--- config.mk ---
export PLATFORM = sky130hd
export DESIGN_NAME = pic_isr_ctrl
export DESIGN_NICKNAME = d
export VERILOG_FILES = /design/src/rtl/pic_isr_ctrl.sv
export SDC_FILE = /design/constraint.sdc
export NUM_CORES = 1
export LEC_CHECK = 0
export CORE_MARGIN = 2
export CORE_UTILIZATION = 50
export DETAILED_ROUTE_END_ITERATION = 8
export HOLD_SLACK_MARGIN = 0.02
export PLACE_DENSITY = 0.8
export RECOVER_POWER = 100
export SLEW_MARGIN = 20
export SYNTH_ARGS = -nofsm -noshare
export SYNTH_HDL_FRONTEND = slang
export SYNTH_SLANG_ARGS = --single-unit
--- constraint.sdc ---
create_clock -name clk_i -period 4.9 [get_ports clk_i]
set_clock_uncertainty 0.2 [all_clocks]
set_input_delay 0.98 -clock clk_i [delete_from_list [all_inputs] [get_ports clk_i]]
set_output_delay 0.98 -clock clk_i [all_outputs]
set_load 0.05 [all_outputs]
--- src/rtl/pic_isr_ctrl.sv ---
`default_nettype none
// ============================================================================
// Module      : pic_isr_ctrl
// Description : In-Service Register controller for an 8259-style PIC.
//               The first INTA pulse (ack1_i) latches grant_idx_i and sets its
//               ISR bit. The second INTA pulse (ack2_i) either leaves the bit
//               set or clears it when auto-EOI is enabled. An OCW2 EOI clears
//               either a named bit (specific) or the highest-priority set bit
//               (non-specific).
//               Optional feature macro: PIC_ROTATE_EN. When it is defined,
//               EOI / auto-EOI can rotate priority so that the cleared channel
//               becomes the lowest priority. When it is not defined, priority
//               is fixed with IR0 highest.
// Ports       : clk_i, reset_i         clock, synchronous active-high reset
//               ack1_i, ack2_i         INTA strobes
//               grant_idx_i            resolver winner, sampled on ack1_i
//               aeoi_mode_i            auto-EOI on ack2_i
//               eoi_cmd_i, eoi_specific_i, eoi_level_i, eoi_rotate_i
//                                      OCW2 EOI command and qualifiers
//               aeoi_rotate_i          rotate priority on auto-EOI
//               isr_o, isr_any_o, isr_top_idx_o
//                                      in-service bits and priority summary
//               last_idx_o, last_valid_o
//                                      most recently cleared index
//               prio_base_o            index currently holding top priority
// Revision    : 1.0 - initial release
// ============================================================================
module pic_isr_ctrl #(
  parameter int NUM_IRQ = 8,
  parameter int IDX_W   = $clog2(NUM_IRQ)
) (
  input  logic               clk_i,
  input  logic               reset_i,
  input  logic               ack1_i,
  input  logic               ack2_i,
  input  logic [IDX_W-1:0]   grant_idx_i,
  input  logic               aeoi_mode_i,
  input  logic               eoi_cmd_i,
  input  logic               eoi_specific_i,
  input  logic [IDX_W-1:0]   eoi_level_i,
  input  logic               eoi_rotate_i,
  input  logic               aeoi_rotate_i,
  output logic [NUM_IRQ-1:0] isr_o,
  output logic               isr_any_o,
  output logic [IDX_W-1:0]   isr_top_idx_o,
  output logic [IDX_W-1:0]   last_idx_o,
  output logic               last_valid_o,
  output logic [IDX_W-1:0]   prio_base_o
);

  localparam logic [0:0]         c_IDLE      = 1'b0;
  localparam logic [0:0]         c_WAIT_ACK2 = 1'b1;
  localparam logic [NUM_IRQ-1:0] c_ONE       = {{(NUM_IRQ-1){1'b0}}, 1'b1};

  logic [0:0]         state_q, state_d;
  logic [IDX_W-1:0]   cur_idx_q, cur_idx_d;
  logic [NUM_IRQ-1:0] isr_q, isr_d;
  logic [IDX_W-1:0]   last_idx_q, last_idx_d;
  logic               last_valid_q, last_valid_d;
  logic [IDX_W-1:0]   prio_base_q, prio_base_d;

  logic               w_top_found;
  logic [IDX_W-1:0]   w_top_idx;
  logic               w_grant_ok;
  logic               w_level_ok;
  logic               w_aeoi_fire;
  logic               w_eoi_fire;
  logic [IDX_W-1:0]   w_eoi_idx;
  logic [NUM_IRQ-1:0] w_set_mask;
  logic [NUM_IRQ-1:0] w_clr_mask;

  // Indices can exceed NUM_IRQ-1 when NUM_IRQ is not a power of two.
  assign w_grant_ok = (int'(grant_idx_i) < NUM_IRQ);
  assign w_level_ok = (int'(eoi_level_i) < NUM_IRQ);

  // Priority scan starting at prio_base_q and wrapping; shared by the
  // non-specific EOI and the isr_top_idx_o output.
  always_comb begin : p_scan
    logic [IDX_W-1:0] pos;
    w_top_found = 1'b0;
    w_top_idx   = '0;
    pos         = '0;
    for (int k = 0; k < NUM_IRQ; k++) begin
      if (int'(prio_base_q) + k >= NUM_IRQ) begin
        pos = IDX_W'(int'(prio_base_q) + k - NUM_IRQ);
      end else begin
        pos = IDX_W'(int'(prio_base_q) + k);
      end
      if (!w_top_found && isr_q[pos]) begin
        w_top_found = 1'b1;
        w_top_idx   = pos;
      end
    end
  end

  always_comb begin : p_next
    state_d      = state_q;
    cur_idx_d    = cur_idx_q;
    last_idx_d   = last_idx_q;
    last_valid_d = last_valid_q;
    w_set_mask   = '0;
    w_clr_mask   = '0;
    w_aeoi_fire  = 1'b0;
    w_eoi_fire   = 1'b0;
    w_eoi_idx    = '0;

    // ack1 restarts the handshake from either state; an older bit stays set.
    if (ack1_i) begin
      state_d   = c_WAIT_ACK2;
      cur_idx_d = grant_idx_i;
      if (w_grant_ok) begin
        w_set_mask = c_ONE << grant_idx_i;
      end
    end else if (ack2_i && (state_q == c_WAIT_ACK2)) begin
      state_d     = c_IDLE;
      w_aeoi_fire = aeoi_mode_i;
    end

    if (eoi_cmd_i) begin
      if (eoi_specific_i) begin
        w_eoi_fire = w_level_ok;
        w_eoi_idx  = eoi_level_i;
      end else begin
        w_eoi_fire = w_top_found;
        w_eoi_idx  = w_top_idx;
      end
    end

    if (w_aeoi_fire) begin
      w_clr_mask = w_clr_mask | (c_ONE << cur_idx_q);
    end
    if (w_eoi_fire) begin
      w_clr_mask = w_clr_mask | (c_ONE << w_eoi_idx);
    end

    // Set is applied after clear so it wins on a shared bit.
    isr_d = (isr_q & ~w_clr_mask) | w_set_mask;

    // An explicit EOI takes precedence over auto-EOI for last_idx.
    if (w_eoi_fire) begin
      last_idx_d   = w_eoi_idx;
      last_valid_d = 1'b1;
    end else if (w_aeoi_fire) begin
      last_idx_d   = cur_idx_q;
      last_valid_d = 1'b1;
    end
  end

`ifdef PIC_ROTATE_EN
  localparam logic [IDX_W-1:0] c_LAST_IDX = IDX_W'(NUM_IRQ - 1);

  function automatic logic [IDX_W-1:0] f_next_idx(input logic [IDX_W-1:0] idx);
    return (idx == c_LAST_IDX) ? '0 : idx + 1'b1;
  endfunction

  always_comb begin : p_rotate
    prio_base_d = prio_base_q;
    if (w_eoi_fire && eoi_rotate_i) begin
      prio_base_d = f_next_idx(w_eoi_idx);
    end else if (w_aeoi_fire && aeoi_rotate_i) begin
      prio_base_d = f_next_idx(cur_idx_q);
    end
  end
`else
  logic w_unused_rotate;
  assign w_unused_rotate = eoi_rotate_i ^ aeoi_rotate_i;
  assign prio_base_d     = '0;
`endif

  always_ff @(posedge clk_i) begin
    if (reset_i) begin
      state_q      <= c_IDLE;
      cur_idx_q    <= '0;
      isr_q        <= '0;
      last_idx_q   <= '0;
      last_valid_q <= 1'b0;
      prio_base_q  <= '0;
    end else begin
      state_q      <= state_d;
      cur_idx_q    <= cur_idx_d;
      isr_q        <= isr_d;
      last_idx_q   <= last_idx_d;
      last_valid_q <= last_valid_d;
      prio_base_q  <= prio_base_d;
    end
  end

  assign isr_o         = isr_q;
  assign isr_any_o     = |isr_q;
  assign isr_top_idx_o = w_top_idx;
  assign last_idx_o    = last_idx_q;
  assign last_valid_o  = last_valid_q;
  assign prio_base_o   = prio_base_q;

endmodule
`default_nettype wire

== Word-level counts from Yosys, hierarchy flattened ==
Index checks and enable logic that the tools add are counted.
Word-level totals
  flip-flop bits (word level): 16
  input bits: 15
Operators by class
  shift-type cells: 3
  mux-type cells: 30
  bitwise operators: 4
  reduce and logical (&&, ||, !) cells: 18
Operator list (count)
  two-way mux 3 bit: 10
  two-way mux 8 bit: 3
  << shifter 1 x 3 -> 8 bit, first input constant: 3
  two-way mux 1 bit: 17
  OR 8 bit: 2
  bitwise AND 8 bit: 1
  logical AND 1 bit: 8
  NOT 8 bit: 1
  OR reduction 8 bit: 1
  zero test 1 bit: 7
  nonzero test 2 bit: 2

== Logic depth before layout (Yosys ltp) ==
Gate-level depths: netlist of run 1.
  word-level depth: 30
  depth in mapped cells: 6
  mapped depth without buffers: 4

== Worst setup path before layout of run 1 ==
No wires, ideal clock.
  path type: register to output
  from: register isr_q[6], in the netlist isr_o[6]
  to: output port isr_top_idx_o[1]
  arrival time: 2.267 ns
  required time: 3.720 ns
  path slack: 1.453 ns
  stages on the path, launching flop included: 4
  cell sequence: dfxtp_1 -> nor2_1 -> o31ai_1 -> nor3b_1
Between the ends
  longest elaborated chain between the ends: 5
  elaborated cells between the ends (all ways): 6
  classes of those cells: mux (3); reduce/logical (3)
Ends and longest elaborated chain
  from (decl): RTL line 57  | logic [NUM_IRQ-1:0] isr_q, isr_d;
  from (signal assigned): RTL line 181  | isr_q <= isr_d;
  logical AND 1 bit *: RTL line 89  | if (!w_top_found && isr_q[pos]) begin
  two-way mux 1 bit: RTL line 89
  zero test 1 bit: RTL line 89
  logical AND 1 bit: RTL line 89
  two-way mux 3 bit *: RTL line 89
  to (decl): RTL line 45  | output logic [IDX_W-1:0] isr_top_idx_o,
Every way passes the cells marked *; elsewhere a longest branch is shown, timed or not.

== Worst setup path after layout of run 1 ==
  from: register isr_q[1], in the netlist isr_o[1]
  to: output port isr_top_idx_o[0]
Between the ends
  longest elaborated chain between the ends: 20
  elaborated cells between the ends (all ways): 26
  classes of those cells: mux (13); reduce/logical (13)
Ends and longest elaborated chain (RTL line)
  logical AND 1 bit *: 89
  two-way mux 1 bit: 89
  zero test 1 bit: 89
  logical AND 1 bit: 89
  two-way mux 1 bit: 89
  zero test 1 bit: 89
  logical AND 1 bit: 89
  two-way mux 1 bit: 89
  [... 4 more ...]
  logical AND 1 bit: 89
  two-way mux 1 bit: 89
  zero test 1 bit: 89
  logical AND 1 bit: 89
  two-way mux 1 bit: 89
  zero test 1 bit: 89
  logical AND 1 bit: 89
  two-way mux 3 bit *: 89
Marks and branches as above.

==> results of run 1 <==
-- Yosys cell counts, drive strengths merged, types with 3 or more instances --
cell,n
nor4,4
dfxtp,16
inv,7
nand3,5
nand2,8
nand4b,3
o211ai,4
clkbuf,5
nor3b,3
buf,7
o21ai,5
a21o,3
a31oi,7
nor3,5
a21oi,5
nand2b,5
nor2,12
-- stage by stage --
stage,utilization [%],power [uW],cell area [sq um]
after floorplan,-,290,1140
after global placement,63.6,338,1380
after detailed placement,63.6,341,1380
after CTS,65.3,427,1420
after global routing,64.3,438,1400
final,64.3,419,1400
-- flip-flops by register name, indices dropped and copies added (netlist names) --
signal,count
last_valid_o,1
state_q,1
cur_idx_q,3
isr_o,8
last_idx_o,3
-- worst max-delay path, stage by stage, from the launching register on --
cell and delay, ns:
dfxtp_1 0.55, inv_1 0.07, a221oi_1 0.61, a31o_2 0.19, dlygate4sd3_1 0.87
-- layout make-up --
class	count	area share, %
Multi-Input combinational cell	108	50.0
Clock buffer	4	2.60
Tap cell	28	2.51
Timing Repair Buffer	28	20.1
Inverter	7	1.88
Sequential cell	16	23.0
-- metal layers --
metal / wire [um] / global-route usage (%) / up-vias
met2: 1360 / 40.8 / 64
met5: 0 / 0 / -
met1: 1310 / 30.6 / 575
met4: 46 / 8.33 / 0
li1: - / - / 579
met3: 231 / 3.16 / 7
-- power by group through the flow --
stage	clock (uW)	sequential (uW)	combinational [uW]
floorplan	0	181	109
global placement	0	158	181
detailed placement	0	159	182
CTS	88.9	155	183
global route	94.6	157	186
finish	87.5	155	176
-- worst paths after layout --
path                startpoint               end  slack (ns)  cells after the start
hold reg to reg   last_valid_o      last_valid_o        0.28                      2
setup / recovery      isr_o[1]  isr_top_idx_o[0]        1.15                      4
setup reg to reg      isr_o[1]          isr_o[6]        2.51                      4
hold / removal    last_valid_o      last_valid_o        0.28                      2
-- logic make-up (layout without fill, tap and decap cells) --
kind of cell,count (synthesis),in the layout,synth area share [%]
flip-flops,16,16,28.4
multiplexers,2,2,1.77
AND/OR/NAND/NOR,59,59,32.0
buffers and inverters,19,39,8.75
other,1,3,0.332
AO/OA/AOI/OAI,44,44,28.8
==> flow_summary.toml, run 1 <==
[outcome]
status = "complete, no violations"

[detailed_routing]
drt_first_pass_iters = 4
drt_iter0_markers = 55
wirelength_mm = 2.95
drc = 0
vias = 1225
wl_per_cell_um = 15.4
ant_nets = 0
via_per_inst = 6.41

[timing]
fin_ws_ns = 1.15
hold_viol = 0
setup_violations = 0
finalMaxSlewViolations = 0
fin_hold_ws_ns = 0.285
fin_crit_sh_pct = 76.6
max_slew.worst_pin.slew_ns = 0.775
tns_ns = 0
final.min_clock_period_ns = 3.75
rsz0062_at_grt = "no"
slew-limit-headroom_pct = 47.8
max_clock_freq_ghz = 0.267

[clocking]
hold_buffers = 0
cts_resized = 0
htreeDepth = 1
clkLatencyLatePin_ns = 0.29
clk_root_buffer_cell = "clkbuf_4"
clk_pin_slew_ns = 0.10
clk_path_buf_depth = 2
cts_sinks = 16
cts_tree = "built"
cts_buffers = 3
post_cts_buffers = 0

[grt]
overflow = 0
antenna_found_initial = 0
grt_pass1_vias = 1067
grtUsageTotal_pct = 23.8
grt_pass1_wl_mm = 4.77
grt_max_degree = 19

[power_and_ir_drop]
seqPwrFrac_pct = 37.1
p_int_uw = 248
switchingPower_uw = 170
combinationalPowerShare_pct = 42.0
switching_share_pct = 40.7
power_density_nw_per_um2 = 300
p_leak_uw = 0.000545
vdd_drop_max_uv = 194
clockPowerShare_pct = 20.9

[setup_path]
startpoint_type = "flip-flop"
crit_fanout = 10
cp.arrival_ns = 2.57
end_kind = "primary output"
criticalPathCategory = "reg -> out"
required_ns = 3.72

[finish]
post_layout_nonfiller_instances = 191
multi_input_area_sq_um = 697
fin_nets = 179
layout_commonest_cell = "dlygate4sd3_1"
layout_common_cells = "dlygate4sd3_1 (18), dfxtp_1 (16), nor2_1 (12), clkdlybuf4s50_1 (10), nand2_1 (8)"
synthToLayoutAreaGrowth_pct = 23.5
drive_above_1_share_pct = 7.36
num_antenna_cells = 0
fillers = 206
final-seq-area_sq_um = 320

[floorplanning]
core_area_sq_um = 2170
io_pins = 34
die_w_um = 51.5
dieArea_sq_um = 2660
die_h_um = 51.5
initial_core_util_pct = 52.1
rows = 17

[synth]
async_flop_share_pct = 0
postSynthCellCount = 141
synth.largest_area_cell = "dfxtp_1"
synth_area_sq_um = 1130
ys_seq_area_share_pct = 28.3
synth-warning-count = 0
synth_edf_count = 0
avgSynthCellArea_sq_um = 8.01
ys_types = 52
yosys-top-cells-area = "dfxtp_1 (28%), nor2_1 (4.0%), a31oi_1 (3.9%), buf_4 (3.3%), nand2b_1 (2.8%)"
synth_ff_type = "dfxtp_1"
synth_seq_cells = 16
yosysTopAreaCellShare_pct = 28.3

[placement]
dp_cells = 187
dp_slack_ns = 1.52
place_congestion = 0.891
dp_hpwl_mm = 2.15
numPortBuffers = 28

[run]
maxCapViolCount = 0

[min_path]
hold_class = "reg -> reg"
No activity file was read; power rests on OpenSTA's default activity.
==> inputs of run 2 (changes only) <==
--- a/config.mk
+++ b/config.mk
@@ -6,10 +6,10 @@
 export NUM_CORES = 1
 export LEC_CHECK = 0
 export CORE_MARGIN = 2
-export CORE_UTILIZATION = 50
+export CORE_UTILIZATION = 42
 export DETAILED_ROUTE_END_ITERATION = 8
 export HOLD_SLACK_MARGIN = 0.02
-export PLACE_DENSITY = 0.8
+export PLACE_DENSITY = 0.72
 export RECOVER_POWER = 100
 export SLEW_MARGIN = 20
 export SYNTH_ARGS = -nofsm -noshare
==> constraint.sdc (replaced) <==
create_clock -name clk_i -period 3.4 [get_ports clk_i]
set_clock_uncertainty 0.2 [all_clocks]
set_input_delay 0.68 -clock clk_i [delete_from_list [all_inputs] [get_ports clk_i]]
set_output_delay 0.68 -clock clk_i [all_outputs]
set_load 0.05 [all_outputs]
==> flow_summary.toml, run 2 (synthesis gave the netlist of run 1 again) <==
[setup_path]
startpoint_type = "flip-flop"
cp.arrival_ns = 2.38
criticalPathCategory = "reg -> out"
end_kind = "primary output"
crit_fanout = 10
required_ns = 2.52

[detailed_routing]
wirelength_mm = 3.12
drt_iter0_markers = 53
wl_per_cell_um = 16.1
ant_nets = 0
drt_first_pass_iters = 4
vias = 1209
via_per_inst = 6.26
drc = 0

[finish]
post_layout_nonfiller_instances = 193
final_core_util_pct = 55.4
fin_nets = 180
layout_commonest_cell = "dlygate4sd3_1"
largest_register_ffs = 8
fin_area_sq_um = 1400
layout_common_cells = "dlygate4sd3_1 (19), dfxtp_1 (16), nor2_1 (12), clkdlybuf4s50_1 (9), nand2_1 (8)"
drive_above_1_share_pct = 7.98
num_antenna_cells = 0
synthToLayoutAreaGrowth_pct = 23.7

[clocking]
clk_pin_slew_ns = 0.08
clkLatencyLatePin_ns = 0.29
cts_buffers = 3
cts_tree = "built"
clk_path_buf_depth = 2
hold_buffers = 0
htreeDepth = 1
clk_root_buffer_cell = "clkbuf_4"
cts_sinks = 16
cts_resized = 0
post_cts_buffers = 0

[grt]
grt_pass1_vias = 1089
overflow = 0
grtUsageTotal_pct = 20.0
grt_pass1_wl_mm = 5.09
grt_max_degree = 19
antenna_found_initial = 0

[placement]
dpl_cell_area_sq_um = 1390
numPortBuffers = 28
dp_hpwl_mm = 2.28
dp_slack_ns = 0.503
place_congestion = 0.821
dp_cells = 190

[floorplanning]
core_area_sq_um = 2520
die_w_um = 55.9
rows = 18
die_h_um = 55.9
dieArea_sq_um = 3120
initial_core_util_pct = 44.8
io_pins = 34

[power_and_ir_drop]
switching_share_pct = 42.2
p_int_uw = 337
clockPowerShare_pct = 17.0
combinationalPowerShare_pct = 44.5
vdd_drop_max_uv = 333
p_leak_uw = 0.000543
power_density_nw_per_um2 = 418
seqPwrFrac_pct = 38.5
switchingPower_uw = 247

[timing]
fin_ws_ns = 0.141
max_slew.worst_pin.slew_ns = 0.660
rsz0062_at_grt = "no"
final.min_clock_period_ns = 3.26
max_clock_freq_ghz = 0.307
setup_violations = 0
fin_crit_sh_pct = 95.8
tns_ns = 0
hold_viol = 0
slew-limit-headroom_pct = 55.8
finalMaxSlewViolations = 0

[run]
maxCapViolCount = 0

[outcome]
status = "complete, no violations"

[min_path]
hold_class = "reg -> reg"
run 2: cell types whose count changed in the layout (fill, tap and decap cells not counted), sizes merged:
cell,change
buf,+1
clkdlybuf4s50,-1
dlygate4sd3,+1
clkbuf,-1
run 2: metrics by stage:
stage	hold slack (ns)	power, uW
2_1_floorplan	0.272	418
3_3_place_gp	0.274	493
3_5_place_dp	0.273	498
4_1_cts	0.308	596
5_1_grt	0.330	611
6_report	0.293	584
run 2: worst max-delay path, stage by stage (launching register included):
cell	delay (ns)
dfxtp_1	0.55
inv_1	0.07
a221oi_1	0.43
a31o_2	0.17
dlygate4sd3_1	0.86
run 2: path summary, 6_finish.rpt:
path,from,end,slack [ns],cells after the start
min reg2reg,last_valid_o,last_valid_o,0.29,2
max reg2reg,isr_o[2],isr_o[6],1.11,4
min,last_valid_o,last_valid_o,0.29,2
max,isr_o[1],isr_top_idx_o[0],0.14,4
run 2: power by group through the flow:
| stage | Sequential (uW) | Combinational, uW | Clock (uW) |
|---|---|---|---|
| floorplan | 261 | 156 | 0 |
| global placement | 228 | 265 | 0 |
| detailed placement | 229 | 268 | 0 |
| CTS | 225 | 270 | 101 |
| global route | 228 | 273 | 110 |
| finish | 225 | 260 | 99.1 |
run 2: cell type report:
| type | instances | area, sq um |
|---|---|---|
| Fill cell | 252 | 1120 |
| Multi-Input combinational cell | 108 | 703 |
| Sequential cell | 16 | 320 |
| Timing Repair Buffer | 29 | 288 |
| Tap cell | 30 | 37.5 |
| Inverter | 7 | 26.3 |
| Clock buffer | 3 | 22.5 |
run 2: per-layer routing:
| layer | routed length, um | track usage (%) | vias to the layer above |
|---|---|---|---|
| li1 | - | - | 581 |
| met1 | 1350 | 25.9 | 554 |
| met2 | 1430 | 33.8 | 65 |
| met3 | 276 | 3.02 | 9 |
| met4 | 57 | 7.14 | 0 |
| met5 | 0 | 0 | - |
